<file path="src/rtl/spi_load_ctrl.sv">
// spi_load_ctrl -- serial load sequencer for the instruction and data caches.
//
// Deserialises MOSI frames ({data, addr}, MSB first) while the selected chip
// select is low. Each complete frame produces one cache write strobe. The
// strobe goes to the icache or the dcache, depending on which chip select
// opened the frame. Loading is locked out while the processor runs.
// Framing and select errors are kept in sticky flags.
//
// Optional feature: define LOAD_PARITY_EN to append one even-parity bit to
// every frame. A frame whose parity does not match is dropped and raises
// err_parity. With the macro undefined, err_parity is tied to 0.
//
// Ports:
//   clk, rst            clock; synchronous active-high reset
//   csi_n, csd_n        icache / dcache chip selects, active-low
//   mosi                serial data, one bit per rising edge
//   proc_run            processor executing; locks out loading
//   clr_err             clears the sticky error flags
//   wr_addr, wr_data    cache write address/data, held between frames
//   icache_wen          one-cycle icache write strobe
//   dcache_wen          one-cycle dcache write strobe
//   busy                high while a frame is being received
//   frame_cnt           committed frames, saturating
//   err_partial         sticky: frame aborted part-way
//   err_conflict        sticky: both chip selects low together
//   err_parity          sticky: parity mismatch
module spi_load_ctrl #(
  parameter int DW = 8,
  parameter int AW = 4,
  parameter int CW = 8
) (
  input  logic          clk,
  input  logic          rst,
  input  logic          csi_n,
  input  logic          csd_n,
  input  logic          mosi,
  input  logic          proc_run,
  input  logic          clr_err,
  output logic [AW-1:0] wr_addr,
  output logic [DW-1:0] wr_data,
  output logic          icache_wen,
  output logic          dcache_wen,
  output logic          busy,
  output logic [CW-1:0] frame_cnt,
  output logic          err_partial,
  output logic          err_conflict,
  output logic          err_parity
);

`ifdef LOAD_PARITY_EN
  localparam int FW = DW + AW + 1;
`else
  localparam int FW = DW + AW;
`endif
  localparam int BCW = $clog2(FW);
  localparam logic [BCW-1:0] LAST_BIT = BCW'(FW - 1);

  typedef enum logic [1:0] {IDLE, RECV, LOCKED} state_t;

  state_t         state_q, state_d;
  logic [BCW-1:0] bit_cnt_q, bit_cnt_d;
  logic           target_q, target_d;   // 0 = icache, 1 = dcache
  logic [FW-2:0]  sr_q, sr_d;           // bits received so far in this frame
  logic [AW-1:0]  wr_addr_q, wr_addr_d;
  logic [DW-1:0]  wr_data_q, wr_data_d;
  logic           icache_wen_q, icache_wen_d;
  logic           dcache_wen_q, dcache_wen_d;
  logic [CW-1:0]  frame_cnt_q, frame_cnt_d;
  logic           err_partial_q, err_partial_d;
  logic           err_conflict_q, err_conflict_d;
  logic           err_parity_q, err_parity_d;

  // Event decodes produced by the next-state logic.
  logic do_start;     // first bit of a frame taken from IDLE
  logic do_sample;    // mosi is shifted in this cycle
  logic do_abort;     // frame in progress is dropped
  logic do_conflict;  // both chip selects low

  logic csi_low, csd_low, tgt_low;
  logic [FW-1:0]    frame_word;
  logic [DW+AW-1:0] payload;
  logic             last_bit, commit, parity_ok, write_en;

  assign csi_low = ~csi_n;
  assign csd_low = ~csd_n;
  assign tgt_low = target_q ? csd_low : csi_low;

  // State register (all flops).
  always_ff @(posedge clk) begin
    if (rst) begin
      state_q        <= IDLE;
      bit_cnt_q      <= '0;
      target_q       <= 1'b0;
      sr_q           <= '0;
      wr_addr_q      <= '0;
      wr_data_q      <= '0;
      icache_wen_q   <= 1'b0;
      dcache_wen_q   <= 1'b0;
      frame_cnt_q    <= '0;
      err_partial_q  <= 1'b0;
      err_conflict_q <= 1'b0;
      err_parity_q   <= 1'b0;
    end else begin
      state_q        <= state_d;
      bit_cnt_q      <= bit_cnt_d;
      target_q       <= target_d;
      sr_q           <= sr_d;
      wr_addr_q      <= wr_addr_d;
      wr_data_q      <= wr_data_d;
      icache_wen_q   <= icache_wen_d;
      dcache_wen_q   <= dcache_wen_d;
      frame_cnt_q    <= frame_cnt_d;
      err_partial_q  <= err_partial_d;
      err_conflict_q <= err_conflict_d;
      err_parity_q   <= err_parity_d;
    end
  end

  // Next-state logic and event decode.
  always_comb begin
    state_d     = state_q;
    do_start    = 1'b0;
    do_sample   = 1'b0;
    do_abort    = 1'b0;
    do_conflict = 1'b0;
    case (state_q)
      IDLE: begin
        if (!proc_run) begin
          if (csi_low && csd_low) begin
            do_conflict = 1'b1;
          end else if (csi_low || csd_low) begin
            do_start  = 1'b1;
            do_sample = 1'b1;
            state_d   = RECV;
          end
        end
      end
      RECV: begin
        if (proc_run) begin
          do_abort = 1'b1;
          state_d  = LOCKED;
        end else if (csi_low && csd_low) begin
          do_abort    = 1'b1;
          do_conflict = 1'b1;
          state_d     = IDLE;
        end else if (!tgt_low) begin
          // Also covers a target swap: the new target's first bit is dropped.
          do_abort = 1'b1;
          state_d  = IDLE;
        end else begin
          do_sample = 1'b1;
        end
      end
      LOCKED: begin
        if (!proc_run && !csi_low && !csd_low) begin
          state_d = IDLE;
        end
      end
      default: state_d = IDLE;
    endcase
  end

  // Datapath: shift register, commit, counters and error flags.
  always_comb begin
    frame_word = {sr_q, mosi};
    payload    = frame_word[FW-1 -: DW+AW];
    last_bit   = (bit_cnt_q == LAST_BIT);
    commit     = do_sample && !do_start && last_bit;
`ifdef LOAD_PARITY_EN
    parity_ok  = ~(^frame_word);
`else
    parity_ok  = 1'b1;
`endif
    write_en   = commit && parity_ok;

    target_d = do_start ? csd_low : target_q;
    sr_d     = do_sample ? frame_word[FW-2:0] : sr_q;

    bit_cnt_d = bit_cnt_q;
    if (do_start) begin
      bit_cnt_d = BCW'(1);
    end else if (do_sample) begin
      bit_cnt_d = last_bit ? '0 : bit_cnt_q + 1'b1;
    end else if (do_abort) begin
      bit_cnt_d = '0;
    end

    wr_addr_d    = write_en ? payload[AW-1:0] : wr_addr_q;
    wr_data_d    = write_en ? payload[DW+AW-1:AW] : wr_data_q;
    icache_wen_d = write_en && !target_q;
    dcache_wen_d = write_en && target_q;
    frame_cnt_d  = (write_en && (frame_cnt_q != '1)) ? frame_cnt_q + 1'b1 : frame_cnt_q;

    // A new error in the same cycle as clr_err keeps the flag set.
    err_partial_d  = (err_partial_q & ~clr_err) | (do_abort && (bit_cnt_q != '0));
    err_conflict_d = (err_conflict_q & ~clr_err) | do_conflict;
`ifdef LOAD_PARITY_EN
    err_parity_d   = (err_parity_q & ~clr_err) | (commit && !parity_ok);
`else
    err_parity_d   = 1'b0;
`endif
  end

  // Outputs.
  always_comb begin
    busy         = (state_q == RECV);
    wr_addr      = wr_addr_q;
    wr_data      = wr_data_q;
    icache_wen   = icache_wen_q;
    dcache_wen   = dcache_wen_q;
    frame_cnt    = frame_cnt_q;
    err_partial  = err_partial_q;
    err_conflict = err_conflict_q;
    err_parity   = err_parity_q;
  end

endmodule

</file>
<file path="config.mk">
export PLATFORM = sky130hd
export DESIGN_NAME = spi_load_ctrl
export DESIGN_NICKNAME = d
export VERILOG_FILES = /design/src/rtl/spi_load_ctrl.sv
export SDC_FILE = /design/constraint.sdc
export NUM_CORES = 1
export LEC_CHECK = 0
export CORE_MARGIN = 2
export CORE_UTILIZATION = 50
export DETAILED_ROUTE_END_ITERATION = 10
export PLACE_DENSITY = 0.87
export SYNTH_ARGS = -nofsm -noshare
export SYNTH_HDL_FRONTEND = slang
export SYNTH_SLANG_ARGS = --single-unit
</file>
<file path="constraint.sdc">
create_clock -name clk -period 4.45 [get_ports clk]
set_input_delay 0.6675 -clock clk [delete_from_list [all_inputs] [get_ports clk]]
set_output_delay 0.6675 -clock clk [all_outputs]
set_load 0.02 [all_outputs]
</file>
==> flow_summary.toml <==
[status]
status = "finished clean"

[timing]
fin_crit_sh_pct = 55.6
slew_headroom_pct = 59.8
fin_worst_skew_ps = 12.9
setup_violations = 0
hold_violations = 0
slew_viol_final = 0
rsz0062_at_grt = "false"
hold_slack_ps = 464
setup-tns-final_ps = 0
clock.fmax_mhz = 404
fin_crit_ps = 2470
max_slew.worst_pin.slew_ps = 602

[die]
die-width_um = 63.9
fp.dieH_um = 63.9
std_cell_rows = 21
dieArea_mm2 = 0.00408
start_util_pct = 52.9
num_io_pins = 33
core_area_mm2 = 0.00339

[grt]
grt_max_degree = 42
grt_pass1_vias = 1405
antenna_found_initial = 0
global_route.usage.total_pct = 19.6
grt_overflow = 0
grt_pass1_wl_mm = 6.22

[logic_synthesis]
netlist_area_mm2 = 0.00179
async_flop_share_pct = 0
ys_ff_latch = 42
synth_nets = 218
synth_edf_count = 0
synth.avg_cell_area_um2 = 8.70
yosysSeqAreaShare_pct = 46.9
ys_types = 42
yosysWarningCount = 0
netlist_instances = 206
synthFlopType = "dfxtp_1"

[layout]
finalNonFillerCells = 284
final_common_cell = "dfxtp_1"
multi_input_area_um2 = 876
layout_common_cells = "42 x dfxtp_1, 31 x clkdlybuf4s50_1, 29 x nand2_1"
fin_nets = 249
num-fill-cells = 290
seqCellArea_um2 = 841
fin_util_pct = 65.5
syn_to_final_growth_pct = 23.8
drive_gt1_share_pct = 6.72
num_antenna_cells = 0

[worst_setup_path]
required_ps = 4750
end_kind = "flop"
max_stage_delay_ps = 560
arrival_ps = 2780
crit_path_max_fanout = 29
worstSetupPathType = "input pin to flop"
crit_path_top_delay_cell = "clkdlybuf4s50_1"
crit_chain = "clkdlybuf4s50_1 > inv_1 > ha_1 > nor2_1 > nand4_1 > buf_4 > or4_1 > a21oi_1"
cp-start-kind = "input pin"

[power]
p_per_area_mw_per_mm2 = 311
p_leak_nw = 0.815
vdd_ir_drop_max_mv = 0.274
power_uw = 691

[clocking]
clock-sinks = 42
clk_pin_slew_ps = 140
cts_buffer_depth = 2
cts-root-buf = "clkbuf_4"
h-tree-depth = 2
clk_latency_ps = 370
postCtsSetupRepairBufs = 0
cts_tree = "yes"
post_cts_resized = 0
cts_made_buffers = 5
hold_buffers = 0

[detailed_routing]
first_pass_iters = 5
vias = 1568
postRouteAntennaNets = 0
drc = 0
routed_wl_mm = 3.78
wire_per_inst_um = 13.3
drtIter0Drc = 68
vias_per_cell = 5.52

[placed_design]
port_buffers = 31
place_congestion = 0.783
dpl.hpwl_mm = 2.39
placedCellCount = 276

[worst_hold_path]
hp-class = "flop to flop"

[run]
maxCapViolations = 0
final timing paths:
kind	from	to	slack [ps]	cells past startpoint
max	csd_n	frame_cnt[3]	1980	8
min	wr_addr[0]	wr_addr[0]	460	2
max reg2reg	bit_cnt_q[0]	frame_cnt[3]	2480	6
min reg2reg	wr_addr[0]	wr_addr[0]	460	2
sequential cells by signal, summed over array words and instances (netlist names), 2 cells and up:
signal,cells
bit_cnt_q,4
frame_cnt,8
wr_data,8
sr_q,11
wr_addr,4
state_q,2
synthesized netlist by cell type, types with 2 or more instances:
cell type / n / share of area (%)
a21oi_1: 24 / 6.7
a31oi_1: 3 / 1.0
and4_1: 3 / 1.5
buf_1: 2 / 0.42
buf_2: 3 / 0.84
clkbuf_1: 4 / 0.84
dfxtp_1: 42 / 47
ha_1: 5 / 3.5
inv_1: 7 / 1.5
mux2i_1: 11 / 6.1
nand2_1: 29 / 6.1
nand2b_1: 2 / 0.70
nand3_1: 7 / 2.0
nand4_1: 2 / 0.70
nor2_1: 20 / 4.2
nor2b_1: 2 / 0.70
nor3_1: 4 / 1.1
o21ai_0: 5 / 1.4
o31ai_1: 3 / 1.3
o41ai_1: 2 / 0.98
or3_1: 2 / 0.70
or4_1: 4 / 1.7
per-stage QoR:
step | setup slack [ps] | instance area (um^2)
final | 1980 | 2220
after global routing | 1820 | 2220
after CTS | 2000 | 2220
after detailed placement | 1620 | 2140
after global placement | 1700 | 2140
after floorplan | 2400 | 1790
cells by family (layout without fill, tap and decap cells):
| group | after synthesis | count (layout) | share of synthesized area, % |
|---|---|---|---|
| other | 1 | 1 | 0.209 |
| multiplexers | 12 | 12 | 6.91 |
| buffers and inverters | 18 | 50 | 4.26 |
| flip-flops | 42 | 42 | 46.9 |
| AO/OA/AOI/OAI | 44 | 44 | 14.4 |
| AND/OR/NAND/NOR | 84 | 84 | 23.9 |
| adder cells (fa/ha/maj) | 5 | 5 | 3.49 |
layer usage:
layer	part of all wire (%)	GRT usage [%]	vias up	wire length (um)
li1	-	-	783	-
met1	46	23.7	727	1730
met2	46	31.5	49	1750
met3	5.9	5.99	9	224
met4	2.0	9.51	0	77
met5	0	0	-	0
critical path, delay by kind of cell:
family / cells / cell delay (ps)
AOI/OAI and AO/OA: 1 / 160
and+or+nand+nor: 3 / 870
buffers and inverters: 3 / 860
adders and majority gates: 1 / 210
power breakdown:
group          internal [mW]  switching [mW]  total [mW]
sequential             0.380         0.00505       0.385
clock                  0.119           0.136       0.255
combinational         0.0225          0.0285      0.0510
final cells by class:
cell class,count,area share [%]
Clock buffer,5,1.69
Clock inverter,3,1.97
Inverter,8,1.41
Multi-Input combinational cell,146,39.5
Sequential cell,42,37.9
Tap cell,46,2.59
Timing Repair Buffer,34,15.0
No activity file was read; power rests on OpenSTA's default activity.
